==> src/rtl/wb_fifo_slave.sv <==
`default_nettype none
// ============================================================================
// Module      : wb_fifo_slave
// Description : Wishbone B3 classic slave exposing a 32-bit FIFO through a
//               DATA register (push/pop) and a STATUS/CTRL register.
// Revision    : 1.0 - initial release
// ============================================================================
module wb_fifo_slave #(
    parameter int DEPTH_LOG2 = 4
) (
    input  logic        wb_clk_i,
    input  logic        wb_rst_i,
    input  logic [31:0] wb_adr_i,
    input  logic [31:0] wb_dat_i,
    input  logic [3:0]  wb_sel_i,
    input  logic        wb_we_i,
    input  logic        wb_cyc_i,
    input  logic        wb_stb_i,
    input  logic [2:0]  wb_cti_i,
    input  logic [1:0]  wb_bte_i,
    output logic [31:0] wb_dat_o,
    output logic        wb_ack_o,
    output logic        wb_err_o,
    output logic        wb_rty_o,
    output logic        irq_o
);

    localparam int                    c_DEPTH      = 1 << DEPTH_LOG2;
    localparam logic [DEPTH_LOG2:0]   c_FULL_COUNT = (DEPTH_LOG2 + 1)'(c_DEPTH);
    localparam logic [DEPTH_LOG2:0]   c_COUNT_ONE  = (DEPTH_LOG2 + 1)'(1);
    localparam logic [DEPTH_LOG2-1:0] c_PTR_ONE    = DEPTH_LOG2'(1);

    logic [31:0]           r_mem [c_DEPTH];
    logic [DEPTH_LOG2-1:0] r_wr_ptr;
    logic [DEPTH_LOG2-1:0] r_rd_ptr;
    logic [DEPTH_LOG2:0]   r_count;
    logic                  r_irq_en;
    logic                  r_ack;
    logic                  r_err;
    logic                  r_irq;
    logic [31:0]           r_dat;

    logic                  w_req;
    logic                  w_sel_ctrl;
    logic                  w_full;
    logic                  w_empty;
    logic                  w_push;
    logic                  w_pop;
    logic                  w_ctrl_wr;
    logic                  w_flush;
    logic                  w_err_cond;
    logic                  w_irq_en_next;
    logic [DEPTH_LOG2:0]   w_count_next;
    logic [31:0]           w_status;
    logic                  w_unused;

    // The registered ack/err masks the request so each access commits once.
    assign w_req      = wb_cyc_i & wb_stb_i & ~r_ack & ~r_err;
    assign w_sel_ctrl = wb_adr_i[2];
    assign w_full     = (r_count == c_FULL_COUNT);
    assign w_empty    = (r_count == '0);

    assign w_push     = w_req & ~w_sel_ctrl &  wb_we_i & ~w_full;
    assign w_pop      = w_req & ~w_sel_ctrl & ~wb_we_i & ~w_empty;
    assign w_ctrl_wr  = w_req &  w_sel_ctrl &  wb_we_i & wb_sel_i[0];
    assign w_flush    = w_ctrl_wr & wb_dat_i[0];
    assign w_err_cond = ~w_sel_ctrl & (wb_we_i ? w_full : w_empty);

    assign w_irq_en_next = w_ctrl_wr ? wb_dat_i[2] : r_irq_en;

    always_comb begin
        w_count_next = r_count;
        if (w_flush) begin
            w_count_next = '0;
        end else if (w_push) begin
            w_count_next = r_count + c_COUNT_ONE;
        end else if (w_pop) begin
            w_count_next = r_count - c_COUNT_ONE;
        end
    end

    always_comb begin
        w_status                  = '0;
        w_status[0]               = w_empty;
        w_status[1]               = w_full;
        w_status[2]               = r_irq_en;
        w_status[DEPTH_LOG2+8:8]  = r_count;
    end

    always_ff @(posedge wb_clk_i or posedge wb_rst_i) begin
        if (wb_rst_i) begin
            r_ack    <= 1'b0;
            r_err    <= 1'b0;
            r_irq    <= 1'b0;
            r_dat    <= '0;
            r_wr_ptr <= '0;
            r_rd_ptr <= '0;
            r_count  <= '0;
            r_irq_en <= 1'b0;
        end else begin
            r_ack    <= w_req & ~w_err_cond;
            r_err    <= w_req &  w_err_cond;
            r_count  <= w_count_next;
            r_irq_en <= w_irq_en_next;
            r_irq    <= w_irq_en_next & (w_count_next != '0);

            if (w_req & ~wb_we_i) begin
                r_dat <= w_sel_ctrl ? w_status : (w_empty ? '0 : r_mem[r_rd_ptr]);
            end

            if (w_flush) begin
                r_wr_ptr <= '0;
                r_rd_ptr <= '0;
            end else begin
                if (w_push) r_wr_ptr <= r_wr_ptr + c_PTR_ONE;
                if (w_pop)  r_rd_ptr <= r_rd_ptr + c_PTR_ONE;
            end
        end
    end

    // Storage is deliberately left out of reset; flush only moves pointers.
    always_ff @(posedge wb_clk_i) begin
        if (w_push) begin
            r_mem[r_wr_ptr] <= wb_dat_i;
        end
    end

    assign wb_dat_o = r_dat;
    assign wb_ack_o = r_ack;
    assign wb_err_o = r_err;
    assign wb_rty_o = 1'b0;
    assign irq_o    = r_irq;

    assign w_unused = ^{wb_adr_i[31:3], wb_adr_i[1:0], wb_sel_i[3:1],
                        wb_cti_i, wb_bte_i};

endmodule
`default_nettype wire
==> config.mk <==
export PLATFORM = sky130hd
export DESIGN_NAME = wb_fifo_slave
export DESIGN_NICKNAME = d
export VERILOG_FILES = /design/src/rtl/wb_fifo_slave.sv
export SDC_FILE = /design/constraint.sdc
export NUM_CORES = 1
export LEC_CHECK = 0
export ABC_AREA = 1
export BUFFER_PORTS_ARGS = -buffer_cell sky130_fd_sc_hd__buf_2
export CAP_MARGIN = 20
export CORE_MARGIN = 4
export CORE_UTILIZATION = 55
export CTS_CLUSTER_SIZE = 25
export DETAILED_ROUTE_END_ITERATION = 10
export GPL_TIMING_DRIVEN = 0
export PLACE_DENSITY = 0.73
export SYNTH_ARGS = -nofsm -noshare
export SYNTH_HDL_FRONTEND = slang
export SYNTH_SLANG_ARGS = --single-unit
==> constraint.sdc <==
create_clock -name wb_clk_i -period 8.9 [get_ports wb_clk_i]
set_clock_uncertainty 0.15 [all_clocks]
set_input_delay 0 -clock wb_clk_i [delete_from_list [all_inputs] [get_ports wb_clk_i]]
set_output_delay 0 -clock wb_clk_i [all_outputs]
set_load 0.05 [all_outputs]
# Yosys cells after proc, flatten, opt, wreduce, memory -nomap -nowiden
# Memories as Yosys holds them, arrays and structs flattened.
# Index checks and enable logic that the tools add are counted.
dict set report word_totals {
  word_cells 55
  ff_bits 49
  mem_count 1
  mem_bits_rw 512
  input_bits 78
  output_inout_bits 36
}
dict set report op_classes {
  n_eq_ne 1
  n_mux 13
  reduce_logical 4
  bitwise_logic 24
  n_addsub 4
}
# memory words width rd rd_clocked_by_memory_dff wr line
set mem_list {}
lappend mem_list {r_mem 16 32 1 0 1 33} ;# logic [31:0] r_mem [c_DEPTH];
# operator n
set op_table {}
lappend op_table {{32-bit 2-to-1 mux} 2}
lappend op_table {{1-bit bitwise AND} 17}
lappend op_table {{4-bit 2-to-1 mux} 4}
lappend op_table {{5-bit 2-to-1 mux} 3}
lappend op_table {{4-bit by 1-bit adder with 4-bit output, second input constant} 2}
lappend op_table {{1-bit NOT} 7}
lappend op_table {{5-bit by 1-bit adder with 5-bit output, second input constant} 1}
lappend op_table {{5-bit equality test, second input constant} 1}
lappend op_table {{5-bit logical NOT} 1}
lappend op_table {{5-bit nonzero test} 1}
lappend op_table {{5-bit by 1-bit subtractor with 5-bit output, second input constant} 1}
lappend op_table {{1-bit 2-to-1 mux} 4}
lappend op_table {{2-bit nonzero test} 2}

# Depth between registers and ports, before layout
dict set report logic_depth {
  word_depth 11
  ltp_mapped 12
  ltp_nobuf 11
}

# Worst setup path before layout
# OpenSTA, ideal clock, no wires.
dict set report synth_timing {
  kind {reg2reg}
  start {register r_err, in the netlist wb_err_o}
  end {memory r_mem[15][0] (enable)}
  setup_time_ns 0.421
  required_ns 8.329
  arrival_ns 2.831
  setup_slack_ns 5.498
  synth_period_minus_slack_ns 3.402
  n_path_buf 1
  stages_incl_launch_ff 9
  path_cell_list {dfrtp_1 nor2_2 nand3_2 nor2_1 buf_4 nand2_1 nor2_1 inv_1 nor2_1}
}
dict set report synth_via {
  elab_chain_len 7
}
# element line
set synth_lines {}
lappend synth_lines {{start: declaration} 39} ;# logic r_err;
lappend synth_lines {{start signal: assignment} 102} ;# r_err <= w_req & w_err_cond;
lappend synth_lines {{1-bit NOT} 58} ;# assign w_req = wb_cyc_i & wb_stb_i & ~r_ack & ~r_err;
lappend synth_lines {{1-bit bitwise AND} 58}
lappend synth_lines {{1-bit bitwise AND (3 in a row)} 63} ;# assign w_push = w_req & ~w_sel_ctrl & wb_we_i & ~w_full;
lappend synth_lines {{1-bit 2-to-1 mux} 123} ;# if (w_push) begin
lappend synth_lines {{1-bit 2-to-1 mux (implied by the code)} 124} ;# r_mem[r_wr_ptr] <= wb_dat_i;
lappend synth_lines {{end: declaration} 33}
# No other way between the ends.

# Worst setup path in the final report
dict set report layout_timing {
  start {register r_count[0]}
  end {memory r_mem[15][17] (enable)}
}
dict set report layout_via {
  elab_chain_len 5
}
# element line
set layout_lines {}
lappend layout_lines {{start: declaration} 36} ;# logic [DEPTH_LOG2:0] r_count;
lappend layout_lines {{start signal: assignment} 103} ;# r_count <= w_count_next;
lappend layout_lines {{5-bit equality test} 60} ;# assign w_full = (r_count == c_FULL_COUNT);
lappend layout_lines {{1-bit NOT} 63}
lappend layout_lines {{1-bit bitwise AND} 63}
lappend layout_lines {{1-bit 2-to-1 mux} 123}
lappend layout_lines {{1-bit 2-to-1 mux (implied by the code)} 124}
# No other way between the ends.

==> impl_metrics.csv <==
group,metric,value,unit
run_status,status,"completed",
worst_setup_path,crit_arrival,3.33,ns
floorplan,fp.dieW,209,um
timing,tightest_slew,1.09,ns
timing,hold_violations,0,
clock_tree,cts.sinks,561,
worst_setup_path,cp.required,9.02,ns
run,drv_cap,0,
layout,nets,1987,
worst_setup_path,critPathKind,"reg -> reg",
power,powerDensity,299,nW/um^2
drt,routedWlPerCell,26.1,um
worst_setup_path,worstRegToRegCells,11,
worst_setup_path,critPathLaunchType,"flip-flop",
synth,yosys_warnings,0,
layout,area_growth,16.0,%
power,max-vdd-ir-drop,175,uV
worst_setup_path,worst-path-max-fanout,17,
drt,remaining_drc_errors,0,
floorplan,die_h,209,um
clock_tree,h-tree-depth,2,
synth,syn-num-nets,1803,
clock_tree,clk_path_buf_depth,3,
timing,maxSlewHeadroom,0.276,
timing,fin_tns_setup,0,ns
synth,syn_avg_cell_area,13.0,sq um
power,switching_share,0.367,
clock_tree,clkTransAtPathRegs,0.06,ns
global_route,grt_pass1_vias,15114,
timing,fin_hold_ws,0.159,ns
clock_tree,clkLatencyLatePin,0.59,ns
clock_tree,cts_root_buffer,"clkbuf_16",
worst_hold_path,hold_depth,4,
floorplan,io_pins,114,
clock_tree,numCtsBuffers,53,
global_route,antenna_found_initial,0,
place,hpwl,41400,um
floorplan,die-area,43800,sq um
synth,synth.distinct_cells,37,
drt,viasPerCell,6.23,
global_route,grt_use_total,0.290,
timing,fmax,0.312,GHz
timing,rsz0062_at_grt,"no",
floorplan,initial_core_util,0.559,
synth,synth_top_area_cell,"edfxtp_1",
drt,vias,15382,
layout,stdcell_count,2469,
drt,firstDrtPassIters,6,
power,p_sw,2.83,mW
global_route,grt_overflow,0,
timing,slew_violations,0,
worst_setup_path,path_cells,"inv_1 -> ha_1 -> nand3_1 -> nand2_1 -> nor2_1 -> buf_4 -> nand2_1 -> nor2_1 -> inv_1 -> nor2_4 -> buf_16",
worst_setup_path,path_depth,11,
worst_setup_path,max_stage_delay,0.68,ns
synth,async_flop_share,0.0873,
timing,setup_viol,0,
floorplan,rows,73,
power,clkPwrFrac,0.279,
clock_tree,ctsResizeCount,0,
place,placed_area,23800,sq um
global_route,grt_max_degree,34,
synth,synth_ff_type,"edfxtp_1",
layout,final_area,25900,sq um
worst_hold_path,hold_path_class,"in -> reg",
worst_setup_path,worst-path-buf-inv,4,
drt,first_iter_violations,2241,
worst_setup_path,path_delay_family,"simple AND/OR/NAND/NOR gates",
layout,diodes,0,
synth,synth_edf_count,512,
synth,yosysTopAreaCellShare,0.689,
clock_tree,cts_setup_buffers,0,
floorplan,coreArea,39900,sq um
timing,period_minus_slack,3.20,ns
power,p_comb_frac,0.325,
drt,drt-total-wl,64400,um
layout,drive_gt1_frac,0.141,
power,leakagePower,9.08,nW
synth,synthTopCellsByArea,"edfxtp_1 (69%), dfrtp_1 (5.5%), o21ai_0 (4.6%), nor2_1 (4.5%), nand2_1 (3.2%)",
synth,synth-seq-cells,561,
worst_setup_path,slowest_stage,"nor2_4",
synth,syn_area,22300,sq um
power,seqPwrFrac,0.396,
worst_setup_path,cp-end-kind,"flip-flop",
synth,seq_area_frac_synth,0.744,
drt,antenna_left,0,
layout,final_util,0.648,
timing,post-route-period-util,0.360,
place,gp_congestion,0.860,
global_route,grt_pass1_wl,94600,um
place,numPortBuffers,72,
place,place_inst,2332,
synth,synthesis.instances,1718,
power,p_int,4.90,mW
clock_tree,cts_tree,"yes",
-- worst paths after layout --
check | from | endpoint | slack, ns
worst max-delay path | r_count[0] | r_mem[15][17] | 5.70
worst min-delay path | wb_adr_i[2] | wb_dat_o[2] | 0.16
worst max register to register | r_count[0] | r_mem[15][17] | 5.70
worst min register to register | wb_dat_o[4] | wb_dat_o[4] | 0.32
max in group asynchronous | wb_rst_i | wb_dat_o[14] | 7.60
min in group asynchronous | wb_rst_i | wb_dat_o[1] | 0.40
-- through the flow --
step                      total power [mW]  setup WS (ns)
after floorplan                       4.64           5.50
after global placement                5.44           3.76
after detailed placement              5.54           5.77
after CTS                             7.69           5.75
after global routing                  8.02           5.51
final                                 7.73           5.70
-- logic make-up (layout without fill, tap and decap cells) --
kind of cell | after synthesis | after routing | synth area share
AOI/OAI and AO/OA | 428 | 428 | 0.111
xor gates and xnor gates | 1 | 1 | 0.000393
adders and majority gates | 7 | 7 | 0.00393
buffers and inverters | 151 | 377 | 0.0366
DFF | 561 | 561 | 0.744
muxes | 1 | 1 | 0.000449
other | 1 | 1 | 0.000168
and+or+nand+nor | 568 | 568 | 0.103
-- synth_stat cells (all sizes together), types with 7 or more instances --
| library cell | number |
|---|---|
| inv | 41 |
| ha | 7 |
| buf | 70 |
| nand2 | 193 |
| dfrtp | 49 |
| clkbuf | 39 |
| edfxtp | 512 |
| a21o | 8 |
| a21oi | 53 |
| o211ai | 45 |
| nor2 | 276 |
| o221ai | 23 |
| o22ai | 32 |
| o21ai | 247 |
| nand3 | 89 |
| a211oi | 13 |
-- state kept, by name, summed over array words and instances (netlist names) --
signal,count
r_wr_ptr,4
r_rd_ptr,4
r_count,5
wb_ack_o,1
wb_dat_o,32
r_mem,512
irq_o,1
r_irq_en,1
wb_err_o,1
-- tightest hold or removal path, delay by kind of cell --
kind,cells,cell delay [ns]
buffers and inverters,2,0.68
AND/OR/NAND/NOR,2,0.15
-- layer usage --
metal	track usage	up-vias	share of wire
met2	0.463	1033	0.47
li1	-	6653	-
met5	0	-	0
met4	0.111	0	0.040
met3	0.0526	164	0.11
met1	0.403	7532	0.38
-- repair_timing --
action | 4_1_cts | 5_1_grt
endpoints found under the hold margin | 586 | 0
setup endpoints to repair | 0 | 0
hold buffers | 40 | 0
-- layout make-up --
cell class                 instances  area, sq um
buffer                           109          656
clock buffer                      73         1490
inverter                          42          160
fill                            2884        14000
clock inverter                    24          166
tap                              525          657
sequential                       561        16600
timing repair buffer             129         1140
multi-input combinational       1006         5000
-- placed cells by master (no fill, tap or decap), drive strengths merged, types with 32 or more instances in the layout --
master	count
dfrtp	49
o21ai	247
a21oi	53
edfxtp	512
inv	41
nand3	89
buf	159
nor2	276
dlygate4sd3	40
nand2	193
o211ai	45
clkbuf	112
o22ai	32
-- power by group through the flow --
stage	Combinational (mW)	Sequential (mW)	Clock, mW
floorplan	1.30	3.34	0
global placement	2.33	3.11	0
detailed placement	2.42	3.12	0
CTS	2.46	3.06	2.17
global route	2.66	3.08	2.28
finish	2.51	3.06	2.16
Note: power is estimated with default switching activity, not from simulation.
